<file path="config.mk">
export PLATFORM = sky130hd
export DESIGN_NAME = alu_issue_ctrl_flat
export DESIGN_NICKNAME = d
export VERILOG_FILES = /design/src/rtl/alu_issue_ctrl_pkg.sv /design/src/rtl/alu_issue_ctrl_if.sv /design/src/rtl/alu_cond_eval.sv /design/src/rtl/alu_issue_ctrl.sv /design/src/flat_wrapper.sv
export SDC_FILE = /design/constraint.sdc
export NUM_CORES = 1
export LEC_CHECK = 0
export BUFFER_PORTS_ARGS = -buffer_cell sky130_fd_sc_hd__buf_2
export CAP_MARGIN = 20
export CORE_UTILIZATION = 40
export DETAILED_ROUTE_END_ITERATION = 12
export PLACE_DENSITY = 0.82
export RECOVER_POWER = 25
export SKIP_LAST_GASP = 1
export SLEW_MARGIN = 20
export SYNTH_ARGS = -nofsm -noshare
export SYNTH_HDL_FRONTEND = slang
export SYNTH_SLANG_ARGS = --single-unit
</file>
<file path="constraint.sdc">
create_clock -name clk -period 3.1 [get_ports clk]
set_input_delay 0.465 -clock clk [delete_from_list [all_inputs] [get_ports clk]]
set_output_delay 0.465 -clock clk [all_outputs]
set_load 0.005 [all_outputs]
</file>
<file path="src/rtl/alu_issue_ctrl_pkg.sv">
// alu_issue_ctrl_pkg: widths, FSM states, ALU op codes, branch conditions and status flag bit indices
package alu_issue_ctrl_pkg;
  localparam int DATA_W = 16;
  localparam int REG_AW = 3;
  localparam int FLAG_W = 5;
  typedef enum logic [1:0] {ST_IDLE, ST_READ, ST_WB} state_e;
  localparam logic [3:0] OP_MOV = 4'h0;
  localparam logic [3:0] OP_ADD = 4'h1;
  localparam logic [3:0] OP_ADC = 4'h2;
  localparam logic [3:0] OP_SUB = 4'h3;
  localparam logic [3:0] OP_SBC = 4'h4;
  localparam logic [3:0] OP_CMP = 4'h5;
  localparam logic [3:0] OP_AND = 4'h6;
  localparam logic [3:0] OP_OR  = 4'h7;
  localparam logic [3:0] OP_XOR = 4'h8;
  localparam logic [3:0] OP_RLC = 4'h9;
  localparam logic [3:0] OP_RRC = 4'hA;
  localparam logic [2:0] COND_AL = 3'd0;
  localparam logic [2:0] COND_Z  = 3'd1;
  localparam logic [2:0] COND_NZ = 3'd2;
  localparam logic [2:0] COND_C  = 3'd3;
  localparam logic [2:0] COND_NC = 3'd4;
  localparam logic [2:0] COND_N  = 3'd5;
  localparam logic [2:0] COND_NN = 3'd6;
  localparam logic [2:0] COND_V  = 3'd7;
  localparam int FLAG_NEG   = 0;
  localparam int FLAG_ZERO  = 1;
  localparam int FLAG_OVF   = 2;
  localparam int FLAG_CARRY = 3;
  localparam int FLAG_OLD   = 4;
  typedef struct packed {
    logic [3:0]        op;
    logic              single;
    logic [REG_AW-1:0] rd;
    logic [REG_AW-1:0] rs;
    logic              imm_en;
    logic [DATA_W-1:0] imm;
  } cmd_t;
  function automatic logic writes_rf(input logic [3:0] op);
    return op != OP_CMP;
  endfunction
endpackage

</file>
<file path="src/rtl/alu_issue_ctrl_if.sv">
// alu_issue_ctrl_if: decode/RF/Alu bundle; branch signals exist only with ALU_ISSUE_BRANCH_EN
interface alu_issue_ctrl_if;
  import alu_issue_ctrl_pkg::*;
  logic              cmd_valid;
  logic              cmd_ready;
  logic [3:0]        cmd_op;
  logic              cmd_single;
  logic [REG_AW-1:0] cmd_rd;
  logic [REG_AW-1:0] cmd_rs;
  logic              cmd_imm_en;
  logic [DATA_W-1:0] cmd_imm;
  logic [REG_AW-1:0] rf_raddr1;
  logic [REG_AW-1:0] rf_raddr2;
  logic [DATA_W-1:0] rf_rdata1;
  logic [DATA_W-1:0] rf_rdata2;
  logic              alu_single;
  logic [3:0]        alu_operator;
  logic [DATA_W-1:0] alu_value1;
  logic [DATA_W-1:0] alu_value2;
  logic [DATA_W-1:0] alu_result;
  logic [FLAG_W-1:0] alu_flags;
  logic              rf_we;
  logic [REG_AW-1:0] rf_waddr;
  logic [DATA_W-1:0] rf_wdata;
  logic [FLAG_W-1:0] status;
  logic              done;
`ifdef ALU_ISSUE_BRANCH_EN
  logic              cmd_br;
  logic [2:0]        cmd_cond;
  logic              branch_taken;
`endif
  modport master (
`ifdef ALU_ISSUE_BRANCH_EN
    input cmd_br, input cmd_cond, output branch_taken,
`endif
    input cmd_valid, cmd_op, cmd_single, cmd_rd, cmd_rs, cmd_imm_en, cmd_imm,
    input rf_rdata1, rf_rdata2, alu_result, alu_flags,
    output cmd_ready, rf_raddr1, rf_raddr2, alu_single, alu_operator, alu_value1, alu_value2,
    output rf_we, rf_waddr, rf_wdata, status, done
  );
  modport slave (
`ifdef ALU_ISSUE_BRANCH_EN
    output cmd_br, output cmd_cond, input branch_taken,
`endif
    output cmd_valid, cmd_op, cmd_single, cmd_rd, cmd_rs, cmd_imm_en, cmd_imm,
    output rf_rdata1, rf_rdata2, alu_result, alu_flags,
    input cmd_ready, rf_raddr1, rf_raddr2, alu_single, alu_operator, alu_value1, alu_value2,
    input rf_we, rf_waddr, rf_wdata, status, done
  );
endinterface

</file>
<file path="src/rtl/alu_cond_eval.sv">
// alu_cond_eval: branch condition against {carry, overflow, zero, negative}
module alu_cond_eval
  import alu_issue_ctrl_pkg::*;
(
  input  logic [3:0] flags_i,
  input  logic [2:0] cond_i,
  output logic       taken_o
);
  logic [7:0] t;
  assign t = {flags_i[FLAG_OVF], ~flags_i[FLAG_NEG], flags_i[FLAG_NEG], ~flags_i[FLAG_CARRY],
              flags_i[FLAG_CARRY], ~flags_i[FLAG_ZERO], flags_i[FLAG_ZERO], 1'b1};
  assign taken_o = t[cond_i];
endmodule

</file>
<file path="src/rtl/alu_issue_ctrl.sv">
// alu_issue_ctrl: issues one ALU command per 3 cycles (IDLE/READ/WB), writes back, latches flags; ALU_ISSUE_BRANCH_EN adds branches
module alu_issue_ctrl
  import alu_issue_ctrl_pkg::*;
(
  input logic clk,
  input logic reset,
  alu_issue_ctrl_if.master bus
);
  state_e            state_q, state_d;
  cmd_t              cmd_q;
  logic [FLAG_W-1:0] status_q;
  logic              accept, rd_st, wb_st, br_in, is_br;
  assign rd_st  = state_q == ST_READ;
  assign wb_st  = state_q == ST_WB;
  assign accept = bus.cmd_valid & bus.cmd_ready;
`ifdef ALU_ISSUE_BRANCH_EN
  logic       br_q, taken;
  logic [2:0] cond_q;
  assign br_in = bus.cmd_br;
  assign is_br = br_q;
  always_ff @(posedge clk or posedge reset)
    if (reset) begin
      br_q   <= 1'b0;
      cond_q <= '0;
    end else if (accept) begin
      br_q   <= bus.cmd_br;
      cond_q <= bus.cmd_cond;
    end
  alu_cond_eval u_cond (.flags_i(status_q[FLAG_CARRY:0]), .cond_i(cond_q), .taken_o(taken));
  assign bus.branch_taken = wb_st & br_q & taken;
`else
  assign br_in = 1'b0;
  assign is_br = 1'b0;
`endif
  always_ff @(posedge clk or posedge reset)
    if (reset) begin
      state_q  <= ST_IDLE;
      cmd_q    <= '0;
      status_q <= '0;
    end else begin
      state_q <= state_d;
      if (accept)
        cmd_q <= '{op: bus.cmd_op, single: bus.cmd_single, rd: bus.cmd_rd, rs: bus.cmd_rs,
                   imm_en: bus.cmd_imm_en, imm: bus.cmd_imm};
      if (wb_st && !is_br)
        status_q <= bus.alu_flags;
    end
  // Outside READ the Alu sees MOV of zero so its internal carry survives idle cycles
  always_comb begin
    state_d          = rd_st ? ST_WB : wb_st ? ST_IDLE :
                       accept ? (br_in ? ST_WB : ST_READ) : ST_IDLE;
    bus.cmd_ready    = state_q == ST_IDLE && !reset;
    bus.rf_raddr1    = cmd_q.rd;
    bus.rf_raddr2    = cmd_q.rs;
    bus.alu_single   = rd_st & cmd_q.single;
    bus.alu_operator = rd_st ? cmd_q.op : OP_MOV;
    bus.alu_value1   = rd_st ? bus.rf_rdata1 : '0;
    bus.alu_value2   = !rd_st ? '0 : cmd_q.imm_en ? cmd_q.imm : bus.rf_rdata2;
    bus.rf_we        = wb_st && !is_br && writes_rf(cmd_q.op);
    bus.rf_waddr     = cmd_q.rd;
    bus.rf_wdata     = wb_st ? bus.alu_result : '0;
    bus.done         = wb_st;
  end
  assign bus.status = status_q;
endmodule

</file>
<file path="src/flat_wrapper.sv">
// flat-port wrapper written by rule: the top's interface ports become plain ports
module alu_issue_ctrl_flat import alu_issue_ctrl_pkg::*;
  (clk, reset, bus_cmd_valid, bus_cmd_op, bus_cmd_single, bus_cmd_rd, bus_cmd_rs, bus_cmd_imm_en, bus_cmd_imm, bus_rf_rdata1, bus_rf_rdata2, bus_alu_result, bus_alu_flags, bus_cmd_ready, bus_rf_raddr1, bus_rf_raddr2, bus_alu_single, bus_alu_operator, bus_alu_value1, bus_alu_value2, bus_rf_we, bus_rf_waddr, bus_rf_wdata, bus_status, bus_done);
  alu_issue_ctrl_if bus_i ();
  input logic clk;
  input logic reset;
  input wire logic [$bits(bus_i.cmd_valid)-1:0] bus_cmd_valid;
  input wire logic [$bits(bus_i.cmd_op)-1:0] bus_cmd_op;
  input wire logic [$bits(bus_i.cmd_single)-1:0] bus_cmd_single;
  input wire logic [$bits(bus_i.cmd_rd)-1:0] bus_cmd_rd;
  input wire logic [$bits(bus_i.cmd_rs)-1:0] bus_cmd_rs;
  input wire logic [$bits(bus_i.cmd_imm_en)-1:0] bus_cmd_imm_en;
  input wire logic [$bits(bus_i.cmd_imm)-1:0] bus_cmd_imm;
  input wire logic [$bits(bus_i.rf_rdata1)-1:0] bus_rf_rdata1;
  input wire logic [$bits(bus_i.rf_rdata2)-1:0] bus_rf_rdata2;
  input wire logic [$bits(bus_i.alu_result)-1:0] bus_alu_result;
  input wire logic [$bits(bus_i.alu_flags)-1:0] bus_alu_flags;
  output wire logic [$bits(bus_i.cmd_ready)-1:0] bus_cmd_ready;
  output wire logic [$bits(bus_i.rf_raddr1)-1:0] bus_rf_raddr1;
  output wire logic [$bits(bus_i.rf_raddr2)-1:0] bus_rf_raddr2;
  output wire logic [$bits(bus_i.alu_single)-1:0] bus_alu_single;
  output wire logic [$bits(bus_i.alu_operator)-1:0] bus_alu_operator;
  output wire logic [$bits(bus_i.alu_value1)-1:0] bus_alu_value1;
  output wire logic [$bits(bus_i.alu_value2)-1:0] bus_alu_value2;
  output wire logic [$bits(bus_i.rf_we)-1:0] bus_rf_we;
  output wire logic [$bits(bus_i.rf_waddr)-1:0] bus_rf_waddr;
  output wire logic [$bits(bus_i.rf_wdata)-1:0] bus_rf_wdata;
  output wire logic [$bits(bus_i.status)-1:0] bus_status;
  output wire logic [$bits(bus_i.done)-1:0] bus_done;
  assign bus_i.cmd_valid = bus_cmd_valid;
  assign bus_i.cmd_op = bus_cmd_op;
  assign bus_i.cmd_single = bus_cmd_single;
  assign bus_i.cmd_rd = bus_cmd_rd;
  assign bus_i.cmd_rs = bus_cmd_rs;
  assign bus_i.cmd_imm_en = bus_cmd_imm_en;
  assign bus_i.cmd_imm = bus_cmd_imm;
  assign bus_i.rf_rdata1 = bus_rf_rdata1;
  assign bus_i.rf_rdata2 = bus_rf_rdata2;
  assign bus_i.alu_result = bus_alu_result;
  assign bus_i.alu_flags = bus_alu_flags;
  assign bus_cmd_ready = bus_i.cmd_ready;
  assign bus_rf_raddr1 = bus_i.rf_raddr1;
  assign bus_rf_raddr2 = bus_i.rf_raddr2;
  assign bus_alu_single = bus_i.alu_single;
  assign bus_alu_operator = bus_i.alu_operator;
  assign bus_alu_value1 = bus_i.alu_value1;
  assign bus_alu_value2 = bus_i.alu_value2;
  assign bus_rf_we = bus_i.rf_we;
  assign bus_rf_waddr = bus_i.rf_waddr;
  assign bus_rf_wdata = bus_i.rf_wdata;
  assign bus_status = bus_i.status;
  assign bus_done = bus_i.done;
  alu_issue_ctrl u_core (.clk(clk), .reset(reset), .bus(bus_i));
endmodule
</file>
==> impl_metrics.yaml, run 1 <==
run_status:
  status: "complete, but fails checks"
  violations: "DRC"
timing:
  fin_crit_sh_pct: 82.8
  final.setup.tns_ns: 0
  timing.final.hold_violations: 0
  slew-limit-headroom_pct: 29.0
  setup_viol: 0
  hold_ws_ns: 0.292
  finalClockSkew_ns: 0.00866
  finalWorstSetupSlack_ns: 0.534
  max_clock_freq_ghz: 0.390
  slew_violations: 0
  rsz0062_at_grt: "no"
  tightest_slew_ns: 1.06
  fin_crit_ns: 2.57
die:
  die_x_um: 71.0
  core_mm2: 0.00447
  io_pins: 154
  num_rows: 24
  die_y_um: 71.0
  die_area_mm2: 0.00504
  initial_utilization_pct: 42.5
place:
  gp_congestion: 0.696
  detailed_place_hpwl_um: 3520
  dpl_cell_area_mm2: 0.00262
  io_buffers: 153
  preCtsSetupSlack_ns: 0.797
  dp.cells: 353
cts:
  cts_sinks: 35
  clock_latency_ns: 0.28
  clockRootBuffer: "clkbuf_8"
  tritoncts: "built"
  cts_resized: 0
  clkTransAtPathRegs_ns: 0.07
  cts_max_level: 2
  cts_buffer_depth: 2
  post_cts_buffers: 0
  cts-buffers-inserted: 5
  holdBufCountCts: 0
synth:
  synth_area_mm2: 0.00190
  synth_top_family_by_area: "multiplexers"
  synth_compound_area_share_pct: 0
  avgSynthCellArea_um2: 11.5
  ys.flop_type: "dfrtp_1"
  yosysTopAreaCell: "dfrtp_1"
  synth_xor_area_share_pct: 0
  yosysWarnings: 0
  async_flop_share_pct: 100
  synth_common_cells: "and2_1, dfrtp_1, mux2_2"
  yosys.area.top_type_share_pct: 46.0
  yosys.area_share.simple_pct: 18.4
  synth_area_leaders: "dfrtp_1, mux2_2, and2_1"
  yosys.cell_types.count: 18
  synth_seq_area_share_pct: 46.0
  synth_cells: 165
  synthMuxAreaShare_pct: 27.9
  ys_ff_latch: 35
  synth-edff-count: 0
  syn_nets: 249
  synthMostInstantiatedCell: "and2_1"
  synth_fa_ha_area_share_pct: 0
setup_path:
  worst-path-max-fanout: 22
  critPathLaunchType: "flop"
  cp-end-kind: "output port"
  worstPathRequired_ns: 2.63
  path_class: "reg -> out"
  arrival_ns: 2.10
global_route:
  grt_usage_pct: 18.6
  grt_pass1_vias: 1664
  overflow: 0
  grt_max_degree: 24
  antenna_found_initial: 0
  grt_pass1_wl_um: 7220
finish:
  instances_no_fill: 361
  drive_above_1_share_pct: 60.2
  postLayoutCellArea_mm2: 0.00275
  final_core_util_pct: 61.4
  antenna_cells: 0
  finalNetCount: 392
  area.growth.synth_to_final_pct: 44.3
hold_path:
  hold_path.class: "in -> async"
drt:
  viasPerCell: 4.65
  drt_iter0_drc: 69
  num_vias: 1679
  first_pass_iters: 9
  wirelength_um: 4490
  ant_nets: 0
  drc_errors: 13
  wl_per_cell_um: 12.4
pwr:
  ir_drop_uv: 305
  total_power_mw: 1.44
  p_leak_nw: 1.56
  p_per_area_mw_per_mm2: 525
flow_run:
  maxCapViolations: 0
registers in the layout, summed over array words and instances, names as in the netlist:
name,flops
u_core.bus.status,5
u_core.bus.rf_raddr2,3
u_core.state_q,2
u_core.bus.rf_raddr1,3
u_core.cmd_q,22
worst paths after layout:
| kind | from | end | slack (ns) | cells past startpoint |
|---|---|---|---|---|
| setup / recovery | u_core.state_q[1] | bus_alu_operator[3] | 0.53 | 4 |
| hold / removal | reset | u_core.cmd_q[3] | 0.29 | 2 |
| setup reg to reg | u_core.state_q[1] | u_core.state_q[1] | 1.45 | 2 |
| hold reg to reg | u_core.bus.rf_raddr2[2] | u_core.bus.rf_raddr2[2] | 0.50 | 1 |
| max in group asynchronous | reset | u_core.cmd_q[12] | 1.43 | 3 |
| min in group clk | bus_cmd_imm[15] | u_core.cmd_q[15] | 0.40 | 2 |
layout by cell type, fill, tap and decap left out, types with 2 or more instances in the layout:
master / instances
buf_2: 152
and2_1: 37
dfrtp_1: 35
mux2_2: 24
mux2i_1: 16
nor2_1: 16
mux2_1: 9
clkbuf_8: 5
clkbuf_1: 3
inv_1: 2
bufinv_16: 2
buf_4: 2
per-layer routing:
layer	vias up	track usage, %	routed length, um
li1	818	-	-
met1	761	19.1	1680
met2	98	34.2	2320
met3	2	7.98	473
met4	0	5.33	19
met5	-	0	0
logic make-up (layout without fill, tap and decap cells):
logic type	after synthesis	count (layout)
simple gates	59	59
buf+inv	22	166
mux	49	49
flops	35	35
power breakdown:
group	internal [mW]	switching, mW	leakage [nW]	total [mW]
registers	0.554	0.0738	0.415	0.628
logic	0.213	0.123	1.08	0.337
clock network	0.321	0.156	0.0654	0.478
critical path, cell delays in order, from the launching register on:
cell and delay [ns]:
dfrtp_1 0.41, nand2b_1 0.58, inv_1 0.42, and2_1 0.29, buf_2 0.12
cell type report:
cell class | count | area (um2)
Fill cell | 402 | 1730
Multi-Input combinational cell | 108 | 882
Sequential cell | 35 | 876
Timing Repair Buffer | 156 | 783
Clock buffer | 6 | 72.6
Tap cell | 52 | 65.1
Clock inverter | 2 | 60.1
Inverter | 2 | 7.51
Power figures use the tool's default switching activity.
==> run 2: changes to the inputs <==
CORE_UTILIZATION = 39   (was 40)
PLACE_DENSITY = 0.8   (was 0.82)
clock period = 2.5 ns   (was 3.1 ns; I/O delays follow)
==> impl_metrics.yaml, run 2 (synthesis results as in run 1) <==
setup_path:
  arrival_ns: 1.66
  worst-path-max-fanout: 17
  path_cells: "mux2i_1 > nor2_1 > buf_2"
  cp_slowest_stage_delay_ns: 0.91
  r2r_end: "u_core.cmd_q[13]"
  path_class: "reg -> out"
  regToRegStartpoint: "u_core.state_q[0]"
  critPathSlowestCell: "dfrtp_1"
  r2r_slack_ns: 0.92
  cp-end-kind: "output port"
  critPathLaunchType: "flop"
  worstPathRequired_ns: 2.12
  rr_worst_depth: 3
timing:
  slew-limit-headroom_pct: 36.6
  tightest_slew_ns: 0.951
  finalClockSkew_ns: 0.00299
  fin_crit_ns: 2.03
  max_clock_freq_ghz: 0.492
  final.setup.tns_ns: 0
  rsz0062_at_grt: "no"
  fin_crit_sh_pct: 81.3
  setup_viol: 0
  slew_violations: 0
  timing.final.hold_violations: 0
cts:
  post_cts_buffers: 0
  tritoncts: "built"
  holdBufCountCts: 0
  clkTransAtPathRegs_ns: 0.07
  cts_max_level: 2
  clock_latency_ns: 0.27
  cts_buffer_depth: 2
  cts_resized: 0
  cts-buffers-inserted: 5
  clockRootBuffer: "clkbuf_8"
  cts_sinks: 35
place:
  io_buffers: 153
  gp_congestion: 0.690
  dp.cells: 369
  detailed_place_hpwl_um: 3490
die:
  num_rows: 25
  io_pins: 154
  die_area_mm2: 0.00516
  die_y_um: 71.9
  die_x_um: 71.9
  initial_utilization_pct: 40.3
  core_mm2: 0.00472
finish:
  largest_register: "u_core.cmd_q"
  largest_register_ffs: 22
  finalNetCount: 393
  area.growth.synth_to_final_pct: 43.0
  layout_commonest_cell: "buf_2"
  drive_above_1_share_pct: 60.0
  antenna_cells: 0
  final_cell_mix: "buf_2, and2_1, dfrtp_1"
  instances_no_fill: 377
global_route:
  grt_pass1_wl_um: 6910
  grt_usage_pct: 17.1
  antenna_found_initial: 0
  overflow: 0
  grt_pass1_vias: 1542
  grt_max_degree: 24
hold_path:
  hold_path.class: "in -> async"
drt:
  viasPerCell: 4.38
  wl_per_cell_um: 11.6
  ant_nets: 0
  drc_errors: 0
  first_pass_iters: 6
  drt_iter0_drc: 72
  num_vias: 1652
  wirelength_um: 4370
pwr:
  p_per_area_mw_per_mm2: 577
  ir_drop_uv: 453
  p_leak_nw: 1.54
flow_run:
  maxCapViolations: 0
run_status:
  status: "finished clean"
-- run 2: changes by cell type in the layout (fill, tap and decap cells not counted), sizes merged --
| cell | before | now |
|---|---|---|
| clkbuf | 8 | 9 |
| buf | 154 | 155 |
| bufinv | 2 | 0 |
| clkinv | 0 | 1 |
-- run 2: report_power, final --
part	internal [mW]	total (mW)	switching, mW
sequential	0.687	0.777	0.0902
clock	0.195	0.377	0.182
combinational	0.266	0.417	0.151
-- run 2: how the worst max path moves through the flow --
stage                     cells past startpoint                  to  slack [ns]              start
after floorplan                               5      bus_alu_single        1.01  u_core.state_q[1]
after global placement                        3   bus_alu_value2[1]        0.80   u_core.cmd_q[16]
after detailed placement                      3  bus_alu_value2[11]        0.74   u_core.cmd_q[16]
after CTS                                     3  bus_alu_value2[11]        0.44   u_core.cmd_q[16]
after global routing                          3    bus_rf_wdata[11]        0.34  u_core.state_q[0]
final                                         3   bus_alu_value2[1]        0.47   u_core.cmd_q[16]
-- run 2: area by class of cell --
type / instances / area (um2)
clock buffers: 7 / 76.3
clock inverters: 1 / 5.00
fillers: 416 / 2000
inverters: 2 / 7.51
multi-input cells: 108 / 882
flip-flops and latches: 35 / 876
well taps: 67 / 83.8
repair buffers: 157 / 791
-- run 2: per-layer routing --
layer | GRT usage (%) | wire (um)
met1 | 20.5 | 1840
met2 | 30.6 | 2270
met3 | 4.08 | 267
met5 | 0 | 0
met4 | 4.58 | 0
-- run 2: critical path: cells and delay by family (launching register included) --
kind	cells	cell delay [ns]
mux	1	0.29
buf+inv	1	0.12
flops	1	0.91
simple gates	1	0.06
-- run 2: stage by stage --
step | instance area, um2 | utilization, % | hold slack [ns] | setup WS (ns) | power (mW)
2_1_floorplan | 1900 | - | 0.449 | 1.01 | 1.06
3_5_place_dp | 2660 | 56.3 | 0.470 | 0.742 | 1.22
5_1_grt | 2720 | 57.6 | 0.280 | 0.345 | 1.69
6_report | 2720 | 57.6 | 0.224 | 0.468 | 1.57
3_3_place_gp | 2660 | 56.3 | 0.463 | 0.798 | 1.20
4_1_cts | 2740 | 58.0 | 0.271 | 0.437 | 1.60
==> run 3: changes to the inputs <==
ABC_AREA = 1   (was unset)
CORE_UTILIZATION = 36   (was 39)
PLACE_DENSITY = 0.76   (was 0.8)
clock period = 1.86 ns   (was 2.5 ns; I/O delays follow)
==> impl_metrics.yaml, run 3 <==
cts:
  clkTransAtPathRegs_ns: 0.06
  cts_buffer_depth: 2
  cts_max_level: 2
  tritoncts: "built"
  cts-buffers-inserted: 5
  clockRootBuffer: "clkbuf_8"
  cts_sinks: 35
  clock_latency_ns: 0.28
  cts_resized: 0
setup_path:
  cp-end-kind: "output port"
  worst-path-max-fanout: 7
  path_class: "in -> out"
  critPathLaunchType: "input port"
  rr_worst_depth: 5
  arrival_ns: 1.41
  worstPathRequired_ns: 1.58
timing:
  hold_ws_ns: 0.194
  finalWorstSetupSlack_ns: 0.173
  tightest_slew_ns: 0.337
  finalClockSkew_ns: 0.00250
  max_clock_freq_ghz: 0.593
  timing.final.hold_violations: 0
  fin_crit_ns: 1.69
  final.setup.tns_ns: 0
  setup_viol: 0
  slew-limit-headroom_pct: 77.5
  rsz0062_at_grt: "no"
  slew_violations: 0
  fin_crit_sh_pct: 90.7
hold_path:
  hold_path.class: "in -> reg"
  hold_depth: 3
finish:
  drive_above_1_share_pct: 38.5
  finalNetCount: 526
  final_cell_mix: "buf_2, nand2_1, inv_1"
  area.growth.synth_to_final_pct: 40.7
  layout_commonest_cell: "buf_2"
  antenna_cells: 0
  largest_register_ffs: 22
  largest_register: "u_core.cmd_q"
synth:
  synth_area_leaders: "dfrtp_1, nand2_1, nand4_1"
  ys_ff_latch: 35
  synth_cells: 301
  ys.flop_type: "dfrtp_1"
  synth_area_mm2: 0.00204
  yosysTopAreaCell: "dfrtp_1"
  syn_nets: 385
  synth_common_cells: "nand2_1, inv_1, nor2_1"
  avgSynthCellArea_um2: 6.78
  yosys.area.top_type_share_pct: 42.9
  synth_seq_area_share_pct: 42.9
  async_flop_share_pct: 100
  synth-edff-count: 0
  yosysWarnings: 0
  yosys.cell_types.count: 14
  synthMostInstantiatedCell: "nand2_1"
die:
  die_area_mm2: 0.00597
  die_y_um: 77.3
  io_pins: 154
  num_rows: 27
  core_mm2: 0.00547
  die_x_um: 77.3
  initial_utilization_pct: 37.3
place:
  preCtsSetupSlack_ns: 0.511
  detailed_place_hpwl_um: 4210
  io_buffers: 153
  gp_congestion: 0.797
drt:
  first_pass_iters: 4
  wl_per_cell_um: 11.0
  route.met3.wl_um: 444
  highest_layer: "met4"
  wl_met2_um: 2760
  drc_errors: 0
  viasPerCell: 4.50
  ant_nets: 0
  wl_met1_um: 2370
  num_vias: 2310
  drt_iter0_drc: 129
  wirelength_um: 5640
flow_run:
  maxCapViolations: 0
global_route:
  grt_max_degree: 31
  overflow: 0
  grt_pass1_vias: 2062
  antenna_found_initial: 0
  grt_pass1_wl_um: 9200
  grt_usage_pct: 19.6
pwr:
  p_leak_nw: 1.90
  p_per_area_mw_per_mm2: 726
  ir_drop_uv: 332
run_status:
  status: "finished clean"
## run 3: changes by cell type after synthesis, moves of 22 or more
| cell | previous run | this run |
|---|---|---|
| mux2_2 | 24 | 0 |
| nand2_1 | 0 | 106 |
| nor2_1 | 16 | 38 |
| nand4_1 | 0 | 28 |
| inv_1 | 2 | 44 |
| and2_1 | 37 | 0 |
## run 3: critical path: stages
cell	delay (ns)
dlygate4sd3_1	0.54
clkbuf_2	0.12
inv_1	0.21
nand2_1	0.09
inv_1	0.06
buf_2	0.10
## run 3: cells by family (layout without fill, tap and decap cells)
logic type / count (synthesis) / count (layout) / share of synthesized area (%)
and+or+nand+nor: 174 / 174 / 35.6
buffers and inverters: 75 / 215 / 17.2
DFF: 35 / 35 / 42.9
AOI/OAI and AO/OA: 17 / 17 / 4.23
## run 3: per-stage QoR
stage	instance area [um2]	power (mW)	std cells	utilization, %
floorplan	2040	1.38	301	-
global placement	2790	1.59	506	51.0
detailed placement	2790	1.61	506	51.0
CTS	2870	2.12	513	52.5
global route	2870	2.25	513	52.5
finish	2870	2.09	513	52.5
## run 3: area by class of cell
type / count / area [um2]
fillers: 537 / 2600
flip-flops and latches: 35 / 876
repair buffers: 164 / 851
multi-input cells: 191 / 813
inverters: 45 / 169
well taps: 72 / 90.1
clock buffers: 6 / 72.6
## run 3: repair_timing
| action | in CTS | in global routing |
|---|---|---|
| endpoints found under the setup margin | 0 | 0 |
| endpoints found under the hold margin | 3 | 0 |
| buffers inserted | 0 | 0 |
| hold buffers | 1 | 0 |
## run 3: layer usage
| layer | track usage, % | vias to the layer above |
|---|---|---|
| li1 | - | 1188 |
| met1 | 22.2 | 1019 |
| met2 | 35.4 | 97 |
| met3 | 5.00 | 6 |
| met4 | 6.79 | 0 |
| met5 | 0 | - |
## run 3: power breakdown
group | leakage, nW | internal [mW] | switching (mW)
clock | 0.0371 | 0.249 | 0.248
sequential | 0.436 | 0.905 | 0.0860
combinational | 1.43 | 0.266 | 0.331
## run 3: path summary, 6_finish.rpt
kind,startpoint,end,slack [ns]
max,reset,bus_cmd_ready,0.17
min,bus_alu_flags[3],u_core.bus.status[3],0.19
max reg2reg,u_core.state_q[0],u_core.cmd_q[23],0.70
min reg2reg,u_core.bus.rf_raddr2[0],u_core.bus.rf_raddr2[0],0.46
max in group asynchronous,reset,u_core.bus.status[4],0.76
min in group asynchronous,reset,u_core.state_q[0],0.48
